`config.mk`:
```
export PLATFORM = sky130hd
export DESIGN_NAME = piso_bit_serializer
export DESIGN_NICKNAME = d
export VERILOG_FILES = /design/src/rtl/piso_bit_serializer.sv
export SDC_FILE = /design/constraint.sdc
export NUM_CORES = 1
export LEC_CHECK = 0
export ABC_AREA = 1
export CAP_MARGIN = 20
export CELL_PAD_IN_SITES_DETAIL_PLACEMENT = 1
export CELL_PAD_IN_SITES_GLOBAL_PLACEMENT = 1
export CORE_MARGIN = 10
export CORE_UTILIZATION = 34
export DETAILED_ROUTE_END_ITERATION = 6
export GPL_TIMING_DRIVEN = 1
export PLACE_DENSITY_LB_ADDON = 0.1
export RECOVER_POWER = 50
export SETUP_SLACK_MARGIN = 0.15
export SLEW_MARGIN = 15
export SYNTH_ARGS = -nofsm -noshare
export SYNTH_HDL_FRONTEND = slang
export SYNTH_SLANG_ARGS = --single-unit
```
`constraint.sdc`:
```
create_clock -name clk -period 1.6 [get_ports clk]
set_input_delay 0.32 -clock clk [delete_from_list [all_inputs] [get_ports clk]]
set_output_delay 0.32 -clock clk [all_outputs]
set_load 0.03 [all_outputs]
```
`src/rtl/piso_bit_serializer.sv`:
```
// Parallel-in/serial-out stage feeding the Mealy sequence detectors.
// A one-word holding register lets back-to-back words stream without gap bits.
module piso_bit_serializer #(
    parameter int unsigned WIDTH     = 4,
    parameter bit          MSB_FIRST = 1'b1,
    parameter logic        IDLE_BIT  = 1'b0,
    parameter int unsigned CNT_W     = 16
) (
    input  logic             clk,
    input  logic             reset,
    input  logic [WIDTH-1:0] data_in,
    input  logic             data_valid,
    output logic             data_ready,
    output logic             sout,
    output logic             bit_valid,
    output logic             word_done,
    output logic             busy,
    output logic [CNT_W-1:0] words_sent
);

    localparam int unsigned    CW       = (WIDTH > 1) ? $clog2(WIDTH) : 1;
    localparam logic [CW-1:0]  LAST_CNT = CW'(WIDTH - 1);

    logic [WIDTH-1:0] sh_q, sh_d;
    logic [WIDTH-1:0] hold_q, hold_d;
    logic [CW-1:0]    cnt_q, cnt_d;
    logic             active_q, active_d;
    logic             hold_full_q, hold_full_d;
    logic [CNT_W-1:0] ws_q, ws_d;
    logic             last;
    logic             accept;

    assign last       = active_q && (cnt_q == LAST_CNT);
    assign accept     = data_valid && !hold_full_q;

    assign data_ready = ~hold_full_q;
    assign bit_valid  = active_q;
    assign word_done  = last;
    assign busy       = active_q | hold_full_q;
    assign words_sent = ws_q;
    assign sout       = active_q ? (MSB_FIRST ? sh_q[WIDTH-1] : sh_q[0])
                                 : IDLE_BIT;

    always_comb begin
        sh_d        = sh_q;
        cnt_d       = cnt_q;
        active_d    = active_q;
        hold_d      = hold_q;
        hold_full_d = hold_full_q;
        ws_d        = ws_q;

        if (!active_q || last) begin
            if (hold_full_q) begin
                sh_d        = hold_q;
                cnt_d       = '0;
                active_d    = 1'b1;
                hold_full_d = 1'b0;
            end else begin
                active_d = 1'b0;
            end
        end else begin
            sh_d  = MSB_FIRST ? (sh_q << 1) : (sh_q >> 1);
            cnt_d = cnt_q + 1'b1;
        end

        if (last && (ws_q != '1)) begin
            ws_d = ws_q + 1'b1;
        end

        // Accept only lands while hold is empty, so it never races the transfer
        if (accept) begin
            hold_d      = data_in;
            hold_full_d = 1'b1;
        end
    end

    always_ff @(posedge clk or posedge reset) begin
        if (reset) begin
            sh_q        <= '0;
            cnt_q       <= '0;
            active_q    <= 1'b0;
            hold_q      <= '0;
            hold_full_q <= 1'b0;
            ws_q        <= '0;
        end else begin
            sh_q        <= sh_d;
            cnt_q       <= cnt_d;
            active_q    <= active_d;
            hold_q      <= hold_d;
            hold_full_q <= hold_full_d;
            ws_q        <= ws_d;
        end
    end

endmodule

```
==> results by group, run 1 <==
Outcome
  – Result of the run: complete, no violations

Global routing
  – Gr usage total: 12.2%
  – Global-route met2 utilization: 20.2%
  – Maximum number of pins on one net before global-route repair: 29
  – GRT met1 Usage: 15.9%
  – First-pass GRT wire length: 7750 um
  – Global route total overflow: 0
  – Number of global-route vias before repair: about 1700
  – Initial antenna violation count: 0
  – Busiest layer in global routing: met2
  – Met3 usage in global routing: around 2.9%

Worst setup path
  – Type of the setup path with the least slack: reg -> out
  – Crit path largest cell delay: 0.43 ns
  – Worst flop-to-flop path endpoint: words_sent[9]$_DFFE_PP0P_
  – Logic depth of the worst register-to-register path: 9
  – Beginning of the worst register-to-register path: words_sent[2]$_DFFE_PP0P_
  – Worst path slowest cell: sky130_fd_sc_hd__dfrtp_1
  – Crit path max-delay family: flip-flops
  – Bufs and invs on worst path: 2
  – Worst Path Arrival: 1.15 ns
  – Required time at the endpoint of the critical path: approximately 1.3 ns
  – Reg-to-reg slack, setup: 0.18 ns
  – Startpoint type of the worst setup path: register
  – Critical path, cell by cell: ha_4, nand2_4, inv_2, buf_6
  – Kind of end point of the critical path: output port
  – Worst-path fanout max: 2

STA
  – Period minus WS final: between 1 and 1.5 ns
  – Slew @ Worst Pin: 0.748 ns
  – Relative slew slack: 50.1%
  – Final hold violation count: 0
  – Max frequency: 678 MHz
  – Post-route clock skew: 0.00596 ns
  – Setup TNS Final: 0 ns
  – Least setup slack across all paths after layout: 0.126 ns
  – Max Slew Vio Count: 0
  – Number of setup violations in the final report: 0
  – Setup repair after global routing missed its margin: yes
  – Post-route fraction of the period consumed by the critical path: about 92%

Drt
  – Total detailed-routing wirelength: between 4000 and 5000 um
  – Count of unresolved DRC violations after routing: 0
  – Total vias in the final route: 1528
  – Average wire per standard cell: 14.6 um
  – Via density: 4.91
  – Number of search-and-repair iterations in the first detailed-routing pass: 3
  – Final ANT Viol Nets: 0
  – DR iter-0 viols: 49

Placement
  – Cells after DPL: 287
  – Instance area at placement: 1950 sq um
  – Post-placement setup slack: 0.0536 ns
  – Final weighted congestion in routability-driven placement: ~0.83
  – Detailed-placement wirelength estimate: 3310 um
  – IO buf count: 27

Clocking
  – Number of sinks on the clock net: 28
  – Register clock-pin slew on the reported worst setup and hold paths: 0.11 ns
  – CTS tree: built
  – Insertion delay of the later-clocked pin in the worst-skew pair: 0.29 ns
  – Total number of H-tree levels: 1
  – Max clock buf depth: 2
  – CTS Hold Buffers Added: 0
  – Root Driver: sky130_fd_sc_hd__clkbuf_8
  – Number of buffers created by CTS: 3

Die
  – Starting Density: 35.4%
  – Area of the placeable core: 4380 sq um
  – Die Area: 7670 sq um
  – Number of cell rows: 24
  – Chip height: 87.6 um
  – Horiz. Die Dim: roughly 90 um
  – Io pins: 28

Logic synthesis
  – Area share of fa/ha/maj cells after synthesis: 1.61%
  – Commonest cells in the netlist: sky130_fd_sc_hd__nand2_1 (80), sky130_fd_sc_hd__dfrtp_1 (28), sky130_fd_sc_hd__inv_1 (23), sky130_fd_sc_hd__nor2_1 (18), sky130_fd_sc_hd__nand3_1 (12)
  – Complex-gate fraction of the synthesized area: under 10%
  – Proportion of synthesized area in mux cells: 2.90%
  – Post-synthesis async set-or-reset flop share: 100%
  – Synthesis-stage register bit count: 28
  – Parity-gate share of the synthesized area counting xor and xnor cells: 2.82%
  – Avg Inst Size Synth: 7.65 sq um
  – Top-area cell type share of the netlist area: around 45%
  – Most frequent cell after synthesis: sky130_fd_sc_hd__nand2_1
  – Gate count of the mapped netlist: 203
  – Post-Synthesis Net Count: roughly 210
  – Yosys warns: 0
  – Synthesized area: 1550 sq um
  – Top flip-flop cell by instance count after synthesis: sky130_fd_sc_hd__dfrtp_1
  – Cells taking the most area after synthesis: sky130_fd_sc_hd__dfrtp_1 (45%), sky130_fd_sc_hd__nand2_1 (19%), sky130_fd_sc_hd__inv_1 (5.6%), sky130_fd_sc_hd__nor2_1 (4.4%), sky130_fd_sc_hd__nand3_1 (3.9%)
  – Cell type contributing the most total cell area after synthesis: sky130_fd_sc_hd__dfrtp_1
  – Distinct cells, synth: 20
  – Number of enable flip-flop cells after synthesis: 0
  – Share of synthesized cell area in and, or, nand and nor gates: a little over a third
  – Part of the Yosys area used for sequential elements: 45.1%
  – Main combinational cell family by area after synthesis: simple AND/OR/NAND/NOR gates

Pwr
  – Cell leakage power: between 0.9 and 1 nW
  – Power density over the cells: 1420 nW/um^2
  – IR drop worst, VDD: 0.664 mV

Cells and area
  – Final nets: approximately 270
  – Fraction of final layout cells with drive strength greater than 1: roughly 33%
  – Finished Layout Cells: a little over 300
  – Final design instance area without fill: between 2000 and 2500 sq um
  – Antenna cell count: 0
  – Area growth from synthesis to final layout: 44.1%

Min path
  – Min-Delay Startpoint: hold_q[2]$_DFFE_PP0P_
  – Cells on Worst Hold Path: 2
  – Type of the most critical hold path: reg -> reg
  – Hold Path Sink: sh_q[2]$_DFFE_PP0P_

Flow run
  – Maximum Capacitance Violations: 0
[worst max-delay path by stage]
| stage | from | end | cells after the start |
|---|---|---|---|
| 6_report | cnt_q[0]$_DFFE_PP0P_ | word_done | 4 |
| 4_1_cts | words_sent[3]$_DFFE_PP0P_ | words_sent[3] | 1 |
| 3_5_place_dp | words_sent[13]$_DFFE_PP0P_ | words_sent[9]$_DFFE_PP0P_ | 8 |
| 3_3_place_gp | words_sent[13]$_DFFE_PP0P_ | words_sent[10]$_DFFE_PP0P_ | 8 |
| 2_1_floorplan | words_sent[0]$_DFFE_PP0P_ | words_sent[0]$_DFFE_PP0P_ | 10 |
| 5_1_grt | words_sent[2]$_DFFE_PP0P_ | words_sent[4]$_DFFE_PP0P_ | 7 |
[through the flow]
stage | hold WS [ns] | utilization, % | power, mW
detailed placement | 0.472 | 44.5 | 2.40
global route | 0.540 | 51.0 | 3.44
finish | 0.490 | 51.0 | 3.18
CTS | 0.417 | 48.1 | 3.07
global placement | 0.469 | 44.5 | 2.35
floorplan | 0.385 | - | 1.90
[power by group]
group | total [mW] | internal (mW) | switching (mW)
logic | 1.49 | 0.658 | 0.833
registers | 1.10 | 0.913 | 0.190
clock network | 0.586 | 0.336 | 0.250
total | 3.18 | 1.91 | 1.27
[metal layers]
| layer | part of all wire (%) | up-vias |
|---|---|---|
| li1 | - | 750 |
| met1 | 44 | 754 |
| met2 | 51 | 22 |
| met3 | 3.9 | 2 |
| met4 | 0.46 | 0 |
| met5 | 0 | - |
[registers in the layout, summed over array words and instances (netlist names)]
signal,cells
hold_full_q,1
words_sent,16
cnt_q,2
bit_valid,1
hold_q,4
sh_q,4
[cells in the final DEF (no fill, tap or decap), types with 5 or more instances in the layout]
cell type	count
sky130_fd_sc_hd__nor2_4	9
sky130_fd_sc_hd__dfrtp_1	20
sky130_fd_sc_hd__nand2_2	5
sky130_fd_sc_hd__nand4_1	6
sky130_fd_sc_hd__nor2_1	11
sky130_fd_sc_hd__xnor2_1	5
sky130_fd_sc_hd__clkdlybuf4s50_1	5
sky130_fd_sc_hd__nand3_1	11
sky130_fd_sc_hd__buf_4	23
sky130_fd_sc_hd__dfrtp_2	8
sky130_fd_sc_hd__nand2_1	77
sky130_fd_sc_hd__clkdlybuf4s15_2	9
sky130_fd_sc_hd__inv_1	22
[tightest hold or removal path, delay by kind of cell (launching register included)]
family           cells  cell delay (ns)
DFF                  1             0.36
and+or+nand+nor      2             0.10
[layout make-up]
class	count	area, sq um
Timing Repair Buffer	54	465
Tap cell	52	65.1
Clock inverter	1	30.0
Multi-Input combinational cell	149	832
Inverter	24	92.6
Sequential cell	28	711
Fill cell	538	2150
Clock buffer	3	41.3
[kinds of logic after synthesis]
kind of cell,count (synthesis)
adders and majority gates,2
buffers and inverters,26
AOI/OAI and AO/OA,13
DFF,28
and+or+nand+nor,125
xor gates and xnor gates,5
muxes,4
[repair_timing]
item	in CTS	in global routing
pin swaps	3	12
gates resized for setup	59	34
hold endpoints to repair	0	0
setup buffers	8	12
setup endpoints to repair	35	31
(Power assumes the default switching activity.)
==> inputs of run 2 (changes only) <==
--- a/config.mk
+++ b/config.mk
@@ -10,7 +10,7 @@
 export CELL_PAD_IN_SITES_DETAIL_PLACEMENT = 1
 export CELL_PAD_IN_SITES_GLOBAL_PLACEMENT = 1
 export CORE_MARGIN = 10
-export CORE_UTILIZATION = 34
+export CORE_UTILIZATION = 37
 export DETAILED_ROUTE_END_ITERATION = 6
 export GPL_TIMING_DRIVEN = 1
 export PLACE_DENSITY_LB_ADDON = 0.1
==> constraint.sdc (replaced) <==
create_clock -name clk -period 1.48 [get_ports clk]
set_input_delay 0.296 -clock clk [delete_from_list [all_inputs] [get_ports clk]]
set_output_delay 0.296 -clock clk [all_outputs]
set_load 0.03 [all_outputs]
==> results by group, run 2 (synthesized netlist as in run 1, its figures left out) <==
Outcome
  – Result of the run: complete, no violations (unchanged)

Flow run
  – Maximum Capacitance Violations: 0 (unchanged)

Clocking
  – Root Driver: sky130_fd_sc_hd__clkbuf_8 (unchanged)
  – CTS tree: built (unchanged)
  – Max clock buf depth: 2 (unchanged)
  – Total number of H-tree levels: 1 (unchanged)
  – Number of sinks on the clock net: 28 (unchanged)
  – Insertion delay of the later-clocked pin in the worst-skew pair: 0.29 ns (about the same)
  – Register clock-pin slew on the reported worst setup and hold paths: 0.10 ns (was 0.11 ns)
  – Number of buffers created by CTS: 3 (unchanged)

Drt
  – Number of search-and-repair iterations in the first detailed-routing pass: 4 (was 3)
  – Average wire per standard cell: 17.8 um (was 14.6 um)
  – Total vias in the final route: 1632 (was 1528)
  – DR iter-0 viols: 78 (was 49)
  – Count of unresolved DRC violations after routing: 0 (unchanged)
  – Via density: 5.04 (was 4.91)
  – Total detailed-routing wirelength: 5750 um (was 4540 um)
  – Final ANT Viol Nets: 0 (unchanged)

Die
  – Starting Density: 38.5% (was 35.4%)
  – Chip height: 84.8 um (was 87.6 um)
  – Area of the placeable core: 4030 sq um (was 4380 sq um)
  – Die Area: 7190 sq um (was 7670 sq um)
  – Horiz. Die Dim: 84.8 um (was 87.6 um)
  – Io pins: 28 (unchanged)
  – Number of cell rows: 23 (was 24)

Min path
  – Type of the most critical hold path: reg -> reg (unchanged)

Worst setup path
  – Crit path largest cell delay: 0.46 ns (was 0.43 ns)
  – Crit path max-delay family: flip-flops (unchanged)
  – Startpoint type of the worst setup path: register (unchanged)
  – Required time at the endpoint of the critical path: 1.70 ns (was 1.28 ns)
  – Kind of end point of the critical path: register (was output port)
  – Cell mode on critical path: sky130_fd_sc_hd__nor2_4
  – Bufs and invs on worst path: 2 (unchanged)
  – Worst Path Arrival: 1.67 ns (was 1.15 ns)
  – Worst path slowest cell: sky130_fd_sc_hd__dfrtp_2 (was sky130_fd_sc_hd__dfrtp_1)
  – Worst-path fanout max: 9 (was 2)
  – Critical path, cell by cell: ha_4, inv_4, nor2_4, nand2_2, nor2_4, nor2_4, buf_12, nand2_2, o21ai_2 (was ha_4, nand2_4, inv_2, buf_6)
  – Type of the setup path with the least slack: reg -> reg (was reg -> out)

STA
  – Final hold violation count: 0 (unchanged)
  – Post-route fraction of the period consumed by the critical path: 97.5%
  – Relative slew slack: 49.6% (was 50.1%)
  – Number of setup violations in the final report: 0 (unchanged)
  – Setup repair after global routing missed its margin: yes (unchanged)
  – Setup TNS Final: 0 ns (unchanged)
  – Period minus WS final: 1.44 ns
  – Post-route clock skew: 0.00609 ns (was 0.00596 ns)
  – Slew @ Worst Pin: 0.756 ns (was 0.748 ns)
  – Max frequency: 693 MHz
  – Max Slew Vio Count: 0 (unchanged)

Placement
  – Instance area at placement: 1940 sq um (was 1950 sq um)
  – Detailed-placement wirelength estimate: 3400 um (was 3310 um)
  – IO buf count: 27 (unchanged)
  – Final weighted congestion in routability-driven placement: 0.781 (was 0.835)

Pwr
  – IR drop worst, VDD: 0.853 mV (was 0.664 mV)
  – Cell leakage power: 1.19 nW (was 0.999 nW)
  – Power density over the cells: 1580 nW/um^2 (was 1420 nW/um^2)

Global routing
  – Initial antenna violation count: 0 (unchanged)
  – Number of global-route vias before repair: 1701 (was 1654)
  – Gr usage total: 13.7% (was 12.2%)
  – Global route total overflow: 0 (unchanged)
  – First-pass GRT wire length: 8250 um (was 7750 um)
  – Maximum number of pins on one net before global-route repair: 29 (unchanged)

Cells and area
  – Final nets: 284 (was 269)
  – Combined flip-flop and latch cell area: 707 sq um (was 711 sq um)
  – Combined area of the multi-input logic cells: 908 sq um (was 832 sq um)
  – Antenna cell count: 0 (unchanged)
  – Area growth from synthesis to final layout: 57.7% (was 44.1%)
  – Most common cell after layout, fill and taps aside: sky130_fd_sc_hd__nand2_1 (unchanged)
  – Fraction of final layout cells with drive strength greater than 1: 44.5% (was 33.2%)
  – Layout fillers: 480 (was 538)
  – Commonest non-fill, non-tap cells in the layout: sky130_fd_sc_hd__nand2_1 (59), sky130_fd_sc_hd__buf_4 (35), sky130_fd_sc_hd__dfrtp_1 (23) (was sky130_fd_sc_hd__nand2_1 (77), sky130_fd_sc_hd__buf_4 (23), sky130_fd_sc_hd__inv_1 (22))
  – Final design instance area without fill: 2450 sq um (was 2240 sq um)
  – Largest register FFs: 16 (unchanged)
run 2: changes by cell type in the layout (fill, tap and decap cells not counted), sizes merged:
cell	delta
buf	+28
clkdlybuf4s15	-13
run 2: path summary, 6_finish.rpt:
check	slack [ns]	start	endpoint	cells past startpoint
max in group asynchronous	0.28	reset	words_sent[8]$_DFFE_PP0P_	3
min in group asynchronous	0.68	reset	words_sent[3]$_DFFE_PP0P_	3
setup reg to reg	0.04	words_sent[1]$_DFFE_PP0P_	words_sent[7]$_DFFE_PP0P_	9
hold reg to reg	0.50	sh_q[1]$_DFFE_PP0P_	sh_q[2]$_DFFE_PP0P_	2
setup / recovery	0.04	words_sent[1]$_DFFE_PP0P_	words_sent[7]$_DFFE_PP0P_	9
hold / removal	0.50	sh_q[1]$_DFFE_PP0P_	sh_q[2]$_DFFE_PP0P_	2
run 2: tightest hold or removal path, delay by kind of cell (launching register included):
kind,cells,cell delay [ns]
and+or+nand+nor,2,0.12
DFF,1,0.36
run 2: final cells by class:
class | instances | area share (%)
clock buffers | 3 | 1.69
clock inverters | 1 | 1.23
inverters | 24 | 3.78
multi-input cells | 149 | 37.1
flip-flops and latches | 28 | 28.9
well taps | 50 | 2.55
repair buffers | 69 | 24.8
run 2: timing repair:
action                     in CTS  in global routing
hold endpoints to repair        0                  0
setup buffers                  19                 13
pin swaps                       7                 17
resized for setup              82                 60
setup endpoints to repair      38                 34
gates cloned                    0                  2
hold buffers                    0                  0
run 2: routing by layer:
metal	global-route usage [%]	wire length [um]	vias to the layer above
met5	0	0	-
met3	3.19	236	10
met2	24.4	3080	28
met1	15.8	2290	818
met4	4.19	150	0
li1	-	-	776
run 2: stage by stage:
step / total power [mW] / hold WS, ns / std cells / worst slack, ns / util [%]
6_report: 3.87 / 0.502 / 324 / 0.0375 / 60.8
4_1_cts: 3.45 / 0.371 / 309 / 0.0582 / 54.3
3_3_place_gp: 2.48 / 0.465 / 286 / 0.000571 / 48.0
5_1_grt: 4.13 / 0.549 / 324 / -0.0466 / 60.8
2_1_floorplan: 2.05 / 0.361 / 203 / -0.0366 / -
3_5_place_dp: 2.56 / 0.485 / 286 / -0.0660 / 48.0
run 2: where the power goes:
part / internal, mW / switching, mW / total [mW]
clock: 0.363 / 0.265 / 0.628
sequential: 0.985 / 0.188 / 1.17
combinational: 0.922 / 1.15 / 2.07
total: 2.27 / 1.60 / 3.87
